--- src/rtl/sram_arb_if.sv ---
// sram_arb_if: SRAM-like request/response port bundle.
// master drives req/wr/wstrb/addr/wdata and receives addr_ok/data_ok/rdata;
// slave is the opposite side. Used for the fetch, load/store and memory ports.
interface sram_arb_if;
  localparam int unsigned ADDR_W = 32;
  localparam int unsigned DATA_W = 32;
  localparam int unsigned STRB_W = 4;

  logic              req;
  logic              wr;
  logic [STRB_W-1:0] wstrb;
  logic [ADDR_W-1:0] addr;
  logic [DATA_W-1:0] wdata;
  logic              addr_ok;
  logic              data_ok;
  logic [DATA_W-1:0] rdata;

  modport master (
    output req, wr, wstrb, addr, wdata,
    input  addr_ok, data_ok, rdata
  );

  modport slave (
    input  req, wr, wstrb, addr, wdata,
    output addr_ok, data_ok, rdata
  );
endinterface

--- src/rtl/sram_arb.sv ---
// sram_arb: arbitrates an instruction-fetch port and a load/store port onto
// a single SRAM-like memory port, one transaction outstanding at a time.
// Ports:
//   clk, resetn  clock and asynchronous active-low reset
//   flush        cancels the instruction-side response / suppresses inst grants
//   inst         fetch port (slave; only req/addr are used, reads only)
//   data         load/store port (slave)
//   m            shared memory port (master)
// Configuration: define SRAM_ARB_RR_EN for round-robin arbitration between
// simultaneous requests; otherwise data always wins over inst.
module sram_arb (
  input  logic        clk,
  input  logic        resetn,
  input  logic        flush,
  sram_arb_if.slave   inst,
  sram_arb_if.slave   data,
  sram_arb_if.master  m
);

  localparam int unsigned ADDR_W = 32;
  localparam int unsigned DATA_W = 32;
  localparam int unsigned STRB_W = 4;

  typedef enum logic [1:0] {
    IDLE = 2'd0,
    REQ  = 2'd1,
    RESP = 2'd2
  } state_t;

  typedef struct packed {
    logic              wr;
    logic [STRB_W-1:0] wstrb;
    logic [ADDR_W-1:0] addr;
    logic [DATA_W-1:0] wdata;
  } hold_t;

  state_t state, state_nxt;
  hold_t  hold_q, hold_nxt;
  logic   owner_inst_q, owner_inst_nxt;
  logic   cancel_q, cancel_nxt;
  logic   inst_elig;
  logic   grant_inst;
  logic   grant_data;
  logic   inst_done;
  logic   data_done;

`ifdef SRAM_ARB_RR_EN
  logic   prio_data_q, prio_data_nxt;
`endif

  // State and holding registers
  always_ff @(posedge clk or negedge resetn) begin
    if (!resetn) begin
      state        <= IDLE;
      hold_q       <= '0;
      owner_inst_q <= 1'b0;
      cancel_q     <= 1'b0;
`ifdef SRAM_ARB_RR_EN
      prio_data_q  <= 1'b1;
`endif
    end else begin
      state        <= state_nxt;
      hold_q       <= hold_nxt;
      owner_inst_q <= owner_inst_nxt;
      cancel_q     <= cancel_nxt;
`ifdef SRAM_ARB_RR_EN
      prio_data_q  <= prio_data_nxt;
`endif
    end
  end

  // Next-state, arbitration and capture
  always_comb begin
    state_nxt      = state;
    hold_nxt       = hold_q;
    owner_inst_nxt = owner_inst_q;
    cancel_nxt     = cancel_q;
    grant_inst     = 1'b0;
    grant_data     = 1'b0;
`ifdef SRAM_ARB_RR_EN
    prio_data_nxt  = prio_data_q;
`endif
    // A flushed fetch is never granted in the first place
    inst_elig      = inst.req & ~flush;

    case (state)
      IDLE: begin
        cancel_nxt = 1'b0;
        // resetn gating keeps addr_ok low while reset is asserted
        if (resetn) begin
          if (data.req && inst_elig) begin
`ifdef SRAM_ARB_RR_EN
            grant_data = prio_data_q;
`else
            grant_data = 1'b1;
`endif
            grant_inst = ~grant_data;
          end else begin
            grant_data = data.req;
            grant_inst = inst_elig;
          end
        end

        if (grant_data) begin
          hold_nxt       = '{wr: data.wr, wstrb: data.wstrb,
                             addr: data.addr, wdata: data.wdata};
          owner_inst_nxt = 1'b0;
          state_nxt      = REQ;
`ifdef SRAM_ARB_RR_EN
          prio_data_nxt  = 1'b0;
`endif
        end else if (grant_inst) begin
          hold_nxt       = '{wr: 1'b0, wstrb: '0, addr: inst.addr, wdata: '0};
          owner_inst_nxt = 1'b1;
          state_nxt      = REQ;
`ifdef SRAM_ARB_RR_EN
          prio_data_nxt  = 1'b1;
`endif
        end
      end

      REQ: begin
        if (owner_inst_q && flush) cancel_nxt = 1'b1;
        if (m.addr_ok) state_nxt = RESP;
      end

      RESP: begin
        if (owner_inst_q && flush) cancel_nxt = 1'b1;
        if (m.data_ok) begin
          cancel_nxt = 1'b0;
          state_nxt  = IDLE;
        end
      end

      default: state_nxt = IDLE;
    endcase
  end

  // Completion: only m.data_ok seen in RESP counts; a flush in the completing
  // cycle also suppresses the fetch response
  assign inst_done = (state == RESP) && m.data_ok && owner_inst_q &&
                     !cancel_q && !flush;
  assign data_done = (state == RESP) && m.data_ok && !owner_inst_q;

  assign inst.addr_ok = grant_inst;
  assign data.addr_ok = grant_data;
  assign inst.data_ok = inst_done;
  assign data.data_ok = data_done;
  assign inst.rdata   = inst_done ? m.rdata : '0;
  assign data.rdata   = data_done ? m.rdata : '0;

  assign m.req   = (state == REQ);
  assign m.wr    = hold_q.wr;
  assign m.wstrb = hold_q.wstrb;
  assign m.addr  = hold_q.addr;
  assign m.wdata = hold_q.wdata;

endmodule

--- src/flat_wrapper.sv ---
// flat-port wrapper written by rule: the top's interface ports become plain ports
module sram_arb_flat 
  (clk, resetn, flush, inst_req, inst_wr, inst_wstrb, inst_addr, inst_wdata, inst_addr_ok, inst_data_ok, inst_rdata, data_req, data_wr, data_wstrb, data_addr, data_wdata, data_addr_ok, data_data_ok, data_rdata, m_req, m_wr, m_wstrb, m_addr, m_wdata, m_addr_ok, m_data_ok, m_rdata);
  sram_arb_if inst_i ();
  sram_arb_if data_i ();
  sram_arb_if m_i ();
  input  logic clk;
  input  logic resetn;
  input  logic flush;
  input wire logic [$bits(inst_i.req)-1:0] inst_req;
  input wire logic [$bits(inst_i.wr)-1:0] inst_wr;
  input wire logic [$bits(inst_i.wstrb)-1:0] inst_wstrb;
  input wire logic [$bits(inst_i.addr)-1:0] inst_addr;
  input wire logic [$bits(inst_i.wdata)-1:0] inst_wdata;
  output wire logic [$bits(inst_i.addr_ok)-1:0] inst_addr_ok;
  output wire logic [$bits(inst_i.data_ok)-1:0] inst_data_ok;
  output wire logic [$bits(inst_i.rdata)-1:0] inst_rdata;
  input wire logic [$bits(data_i.req)-1:0] data_req;
  input wire logic [$bits(data_i.wr)-1:0] data_wr;
  input wire logic [$bits(data_i.wstrb)-1:0] data_wstrb;
  input wire logic [$bits(data_i.addr)-1:0] data_addr;
  input wire logic [$bits(data_i.wdata)-1:0] data_wdata;
  output wire logic [$bits(data_i.addr_ok)-1:0] data_addr_ok;
  output wire logic [$bits(data_i.data_ok)-1:0] data_data_ok;
  output wire logic [$bits(data_i.rdata)-1:0] data_rdata;
  output wire logic [$bits(m_i.req)-1:0] m_req;
  output wire logic [$bits(m_i.wr)-1:0] m_wr;
  output wire logic [$bits(m_i.wstrb)-1:0] m_wstrb;
  output wire logic [$bits(m_i.addr)-1:0] m_addr;
  output wire logic [$bits(m_i.wdata)-1:0] m_wdata;
  input wire logic [$bits(m_i.addr_ok)-1:0] m_addr_ok;
  input wire logic [$bits(m_i.data_ok)-1:0] m_data_ok;
  input wire logic [$bits(m_i.rdata)-1:0] m_rdata;
  assign inst_i.req = inst_req;
  assign inst_i.wr = inst_wr;
  assign inst_i.wstrb = inst_wstrb;
  assign inst_i.addr = inst_addr;
  assign inst_i.wdata = inst_wdata;
  assign inst_addr_ok = inst_i.addr_ok;
  assign inst_data_ok = inst_i.data_ok;
  assign inst_rdata = inst_i.rdata;
  assign data_i.req = data_req;
  assign data_i.wr = data_wr;
  assign data_i.wstrb = data_wstrb;
  assign data_i.addr = data_addr;
  assign data_i.wdata = data_wdata;
  assign data_addr_ok = data_i.addr_ok;
  assign data_data_ok = data_i.data_ok;
  assign data_rdata = data_i.rdata;
  assign m_req = m_i.req;
  assign m_wr = m_i.wr;
  assign m_wstrb = m_i.wstrb;
  assign m_addr = m_i.addr;
  assign m_wdata = m_i.wdata;
  assign m_i.addr_ok = m_addr_ok;
  assign m_i.data_ok = m_data_ok;
  assign m_i.rdata = m_rdata;
  sram_arb u_core (.clk(clk), .resetn(resetn), .flush(flush), .inst(inst_i), .data(data_i), .m(m_i));
endmodule
--- config.mk ---
export PLATFORM = sky130hd
export DESIGN_NAME = sram_arb_flat
export DESIGN_NICKNAME = d
export VERILOG_FILES = /design/src/rtl/sram_arb_if.sv /design/src/rtl/sram_arb.sv /design/src/flat_wrapper.sv
export SDC_FILE = /design/constraint.sdc
export NUM_CORES = 1
export LEC_CHECK = 0
export CORE_ASPECT_RATIO = 0.8
export CORE_MARGIN = 10
export CORE_UTILIZATION = 27
export DETAILED_ROUTE_END_ITERATION = 8
export PLACE_DENSITY = 0.77
export SETUP_SLACK_MARGIN = 0.02
export SYNTH_ARGS = -nofsm -noshare
export SYNTH_HDL_FRONTEND = slang
export SYNTH_SLANG_ARGS = --single-unit
export TNS_END_PERCENT = 5
--- constraint.sdc ---
create_clock -name clk -period 1.8 [get_ports clk]
set_input_delay 0.27 -clock clk [delete_from_list [all_inputs] [get_ports clk]]
set_output_delay 0.27 -clock clk [all_outputs]
set_load 0.02 [all_outputs]
# Word level (Yosys, flattened, before mapping)
# Index checks and enable logic that the tools add are counted.
[totals] reg_bits=73 input_bits=177 wordCells=51
[classes] eq_ne=5 muxes=22 bitwise_logic=2 n_reduce_logical=15
[op_table] operator="2-to-1 mux 69 bit" n=2
[op_table] operator="2-to-1 mux 32 bit" n=2
[op_table] operator="2-to-1 mux 1 bit" n=12
[op_table] operator="2-to-1 mux 2 bit" n=4
[op_table] operator="logical AND 1 bit" n=7
[op_table] operator="case mux 2 bit (3 select lines)" n=1
[op_table] operator="zero test 1 bit" n=3
[op_table] operator="inequality test 3 x 1 -> 1 bit (second input constant)" n=1
[op_table] operator="case mux 1 bit (3 select lines)" n=1
[op_table] operator="AND reduction 3 bit" n=1
[op_table] operator="nonzero test 3 bit" n=1
[op_table] operator="equality test 2 x 1 -> 1 bit (second input constant)" n=1
[op_table] operator="equality test 2 bit (second input constant)" n=1
[op_table] operator="zero test 2 bit" n=1
[op_table] operator="inequality test 2 x 1 -> 1 bit (second input constant)" n=1
[op_table] operator="inequality test 2 bit (second input constant)" n=1
[op_table] operator="AND reduction 2 bit" n=1
[op_table] operator="nonzero test 2 bit" n=1
[op_table] operator="AND 1 bit" n=1
[op_table] operator="inverter 1 bit" n=1

# Logic depth before layout (Yosys ltp)
[logic_depth] ltp_word=9 ltp_mapped=8 ltp_nobuf=6

# Worst setup path after synthesis
# OpenSTA, ideal clock, no wires.
[synth_timing] kind="register to output" startpoint="register u_core.state[0]" endpoint="output inst_rdata[12]" arrival_time_ps=1526 required_ps=1530 slack_ps=4 path_stages_with_launch=7 path_cell_list="dfrtp_1 -> inv_1 -> ha_1 -> nand2_1 -> nor4b_4 -> buf_6 -> and2_1"
[synth_between] elab_chain_len=6
[synth_rtl] item="start, declared" line="sram_arb.sv:37" source="state_t state, state_nxt;"
[synth_rtl] item="start signal, assigned" line="sram_arb.sv:62" source="state <= state_nxt;"
[synth_rtl] item="equality test 2 bit" line="sram_arb.sv:141" source="assign inst_done = (state == RESP) && m.data_ok && owner_inst_q &&"
[synth_rtl] item="logical AND 1 bit (3 in series)" line="sram_arb.sv:141"
[synth_rtl] item="logical AND 1 bit" line="sram_arb.sv:142" source="!cancel_q && !flush;"
[synth_rtl] item="named net inst_data_ok" line="flat_wrapper.sv:16" source="output wire logic [$bits(inst_i.data_ok)-1:0] inst_data_ok;"
[synth_rtl] item="2-to-1 mux 32 bit" line="sram_arb.sv:149" source="assign inst.rdata = inst_done ? m.rdata : '0;"
[synth_rtl] item="end, declared" line="flat_wrapper.sv:17" source="output wire logic [$bits(inst_i.rdata)-1:0] inst_rdata;"
# The timed path passes the listed nets, and every way through them passes these cells.

# Final worst setup path
[layout_timing] startpoint="register u_core.state[0]" endpoint="output inst_rdata[19]"
[layout_between] elab_chain_len=6
[layout_rtl] item="equality test 2 bit" line="sram_arb.sv:141"
[layout_rtl] item="logical AND 1 bit (3 in series)" line="sram_arb.sv:141"
[layout_rtl] item="logical AND 1 bit" line="sram_arb.sv:142"
[layout_rtl] item="2-to-1 mux 32 bit" line="sram_arb.sv:149"
# Every way passes these cells.

==> metrics.yaml <==
synth_cell_types: 26
drive_gt1_frac: 0.245
die_area_um2: 18200
cts_max_level: 3
grt_max_degree: 75
synthArstFlopShare: 1.00
hold_slack_ns: -0.00189
finClkSkew_ns: 0.00628
rr_startpoint: "u_core.state[0]"
antenna_left: 0
finalCriticalPeriod_ns: 2.05
drc: 0
ys_top_cells_by_count: "73 x dfrtp_1, 64 x and2_1, 37 x a22o_1"
initial_core_util: 0.276
row_count: 37
via_count: 3551
path_max_fanout: 6
synthCells: 324
wl_per_cell_um: 18.6
nets: 797
arrival_ns: 1.78
setup_viol: 66
netlist_area_um2: 3570
fin_area_um2: 7000
dp_slack_ns: -0.565
fin_ws_ns: -0.255
cts-buffers-inserted: 9
grt_setup_unrepaired: "yes"
synth.avg_cell_area_um2: 11.0
relSlewSlack: 0.657
synth.area.top_cells: "dfrtp_1 51%, and2_1 11%, a22o_1 9.1%"
hold_viol_final: 2
core_area_um2: 12900
place.gp.congestion: 0.785
grt_use_total: 0.155
cts_tree: "built"
reg2reg_setup_slack_ns: 0.09
clk_path_buf_depth: 2
yosysMostFrequentCell: "dfrtp_1"
clkLatencyLatePin_ns: 0.32
crit_path_end: "inst_rdata[19]"
cp-start-kind: "register"
drtIter0Drc: 166
endpoint_kind: "output port"
postPlaceCellArea_um2: 6590
die_w_um: 148
ys_ff_latch: 73
cts_root_buf: "clkbuf_16"
r2r-end: "u_core.m.wr"
violations: "negative hold slack, negative setup slack"
grt_pass1_wl_mm: 22.4
die_h_um: 123
first_pass_iters: 4
p_per_area_nw_per_um2: 1390
worstPathRequired_ns: 1.53
synth_top_area_frac: 0.512
tightest_slew_ns: 0.514
crit_start: "u_core.state[0]"
antenna_found_initial: 0
hold_path_class: "in -> async"
synthFlopType: "dfrtp_1"
syn_to_final_growth_pct: 96.4
synth_edf_count: 0
ir_drop_mv: 0.732
post-route-util: 0.542
outcome: "finished, violations left"
dpl.hpwl_mm: 11.9
cts.sinks: 73
ys_warn_count: 0
vias_per_cell: 4.47
fin_crit_sh: 1.14
diodes: 0
r2r_cells: 9
routed_wl_mm: 14.7
io_buffer_count: 277
slew_viol_final: 0
fmaxAchievable_ghz: 0.487
yosysSeqAreaShare: 0.512
synth_area_leader_cell: "dfrtp_1"
critPathKind: "reg -> out"
path_clk_slew_ns: 0.06
first_global_vias: 3951
power_leakage_nw: 3.32
ctsHoldBuffers: 0
gr-total-overflow: 0
maxCapViolations: 0
synth_fp_nets: 505
io_pins: 315
==> critical path, stage by stage, from the launching register on <==
cell and delay, ns:
dfrtp_1 0.39, inv_2 0.08, ha_4 0.14, nand2_4 0.05
nor4b_4 0.22, buf_4 0.20, buf_6 0.12, and2_4 0.14
buf_6 0.11
==> final cells by class <==
type                       count  area [um2]
clock buffer                  10         239
clock inverter                 5        56.3
fill                        1077        5910
inverter                       4        15.0
multi-input combinational    223        1640
sequential                    73        1830
tap                          175         219
timing repair buffer         305        3010
==> registers in the layout, summed over array words and instances (netlist names) <==
| name | count |
|---|---|
| u_core.cancel_q | 1 |
| u_core.m.wstrb | 4 |
| u_core.m.wr | 1 |
| u_core.owner_inst_q | 1 |
| u_core.state | 2 |
| u_core.m.addr | 32 |
| u_core.m.wdata | 32 |
==> placed cells by master, fill, tap and decap left out, types with 3 or more instances in the layout <==
master,Yosys,final
and2_4,0,27
mux2i_1,32,32
a22o_1,37,37
buf_2,3,3
nor2_1,4,4
buf_12,0,5
clkbuf_16,0,9
buf_6,10,38
o21ai_1,12,12
clkdlybuf4s50_1,0,207
nand2_1,35,33
dfrtp_1,73,73
buf_4,7,52
o21ai_0,22,22
and2_1,64,37
==> through the flow <==
step                      TNS [ns]  std cells  hold slack [ns]  power, mW
after floorplan                  0        324          -0.0256       5.21
after global placement      -29.99        774            0.334       7.81
after detailed placement    -33.93        774            0.352       7.94
after CTS                   -11.86        794         0.000245       9.80
after global routing        -18.17        795           0.0233       10.3
final                        -9.60        795         -0.00189       9.72
==> metal layers <==
metal,up-vias,GRT usage,part of all wire,wire [um]
met2,166,0.282,0.52,7690
met5,-,0,0,0
met4,0,0.0371,0.0081,120
li1,1699,-,-,-
met3,10,0.0658,0.10,1480
met1,1676,0.164,0.37,5460
==> what timing repair did <==
item / CTS / global route
pin swaps: 13 / 9
gates resized for setup: 406 / 14
buffers inserted: 2 / 1
cloned: 3 / 0
setup endpoints to repair: 69 / 68
==> worst min-delay path by stage <==
stage / start / to / slack (ns) / cells past startpoint
2_1_floorplan: resetn / u_core.cancel_q / -0.03 / 0
3_3_place_gp: resetn / u_core.owner_inst_q / 0.33 / 2
3_5_place_dp: resetn / u_core.state[0] / 0.35 / 2
4_1_cts: resetn / u_core.state[1] / 0.0002 / 2
5_1_grt: resetn / u_core.state[1] / 0.02 / 2
6_report: resetn / u_core.state[1] / -0.002 / 2
==> cell families (layout without fill, tap and decap cells) <==
group | count (synthesis) | after routing | share of synthesized area
compound gates | 78 | 78 | 0.155
fa+ha+maj | 4 | 4 | 0.0140
buf+inv | 28 | 324 | 0.0589
flops | 73 | 73 | 0.512
mux | 32 | 32 | 0.0898
simple gates | 109 | 109 | 0.170
==> report_power, final <==
group | total [mW] | leakage [nW] | switching [mW] | internal [mW]
Clock | 1.75 | 0.144 | 0.654 | 1.10
Combinational | 5.12 | 2.25 | 2.54 | 2.58
Sequential | 2.85 | 0.919 | 0.440 | 2.41
Note: power is estimated with default switching activity, not from simulation.
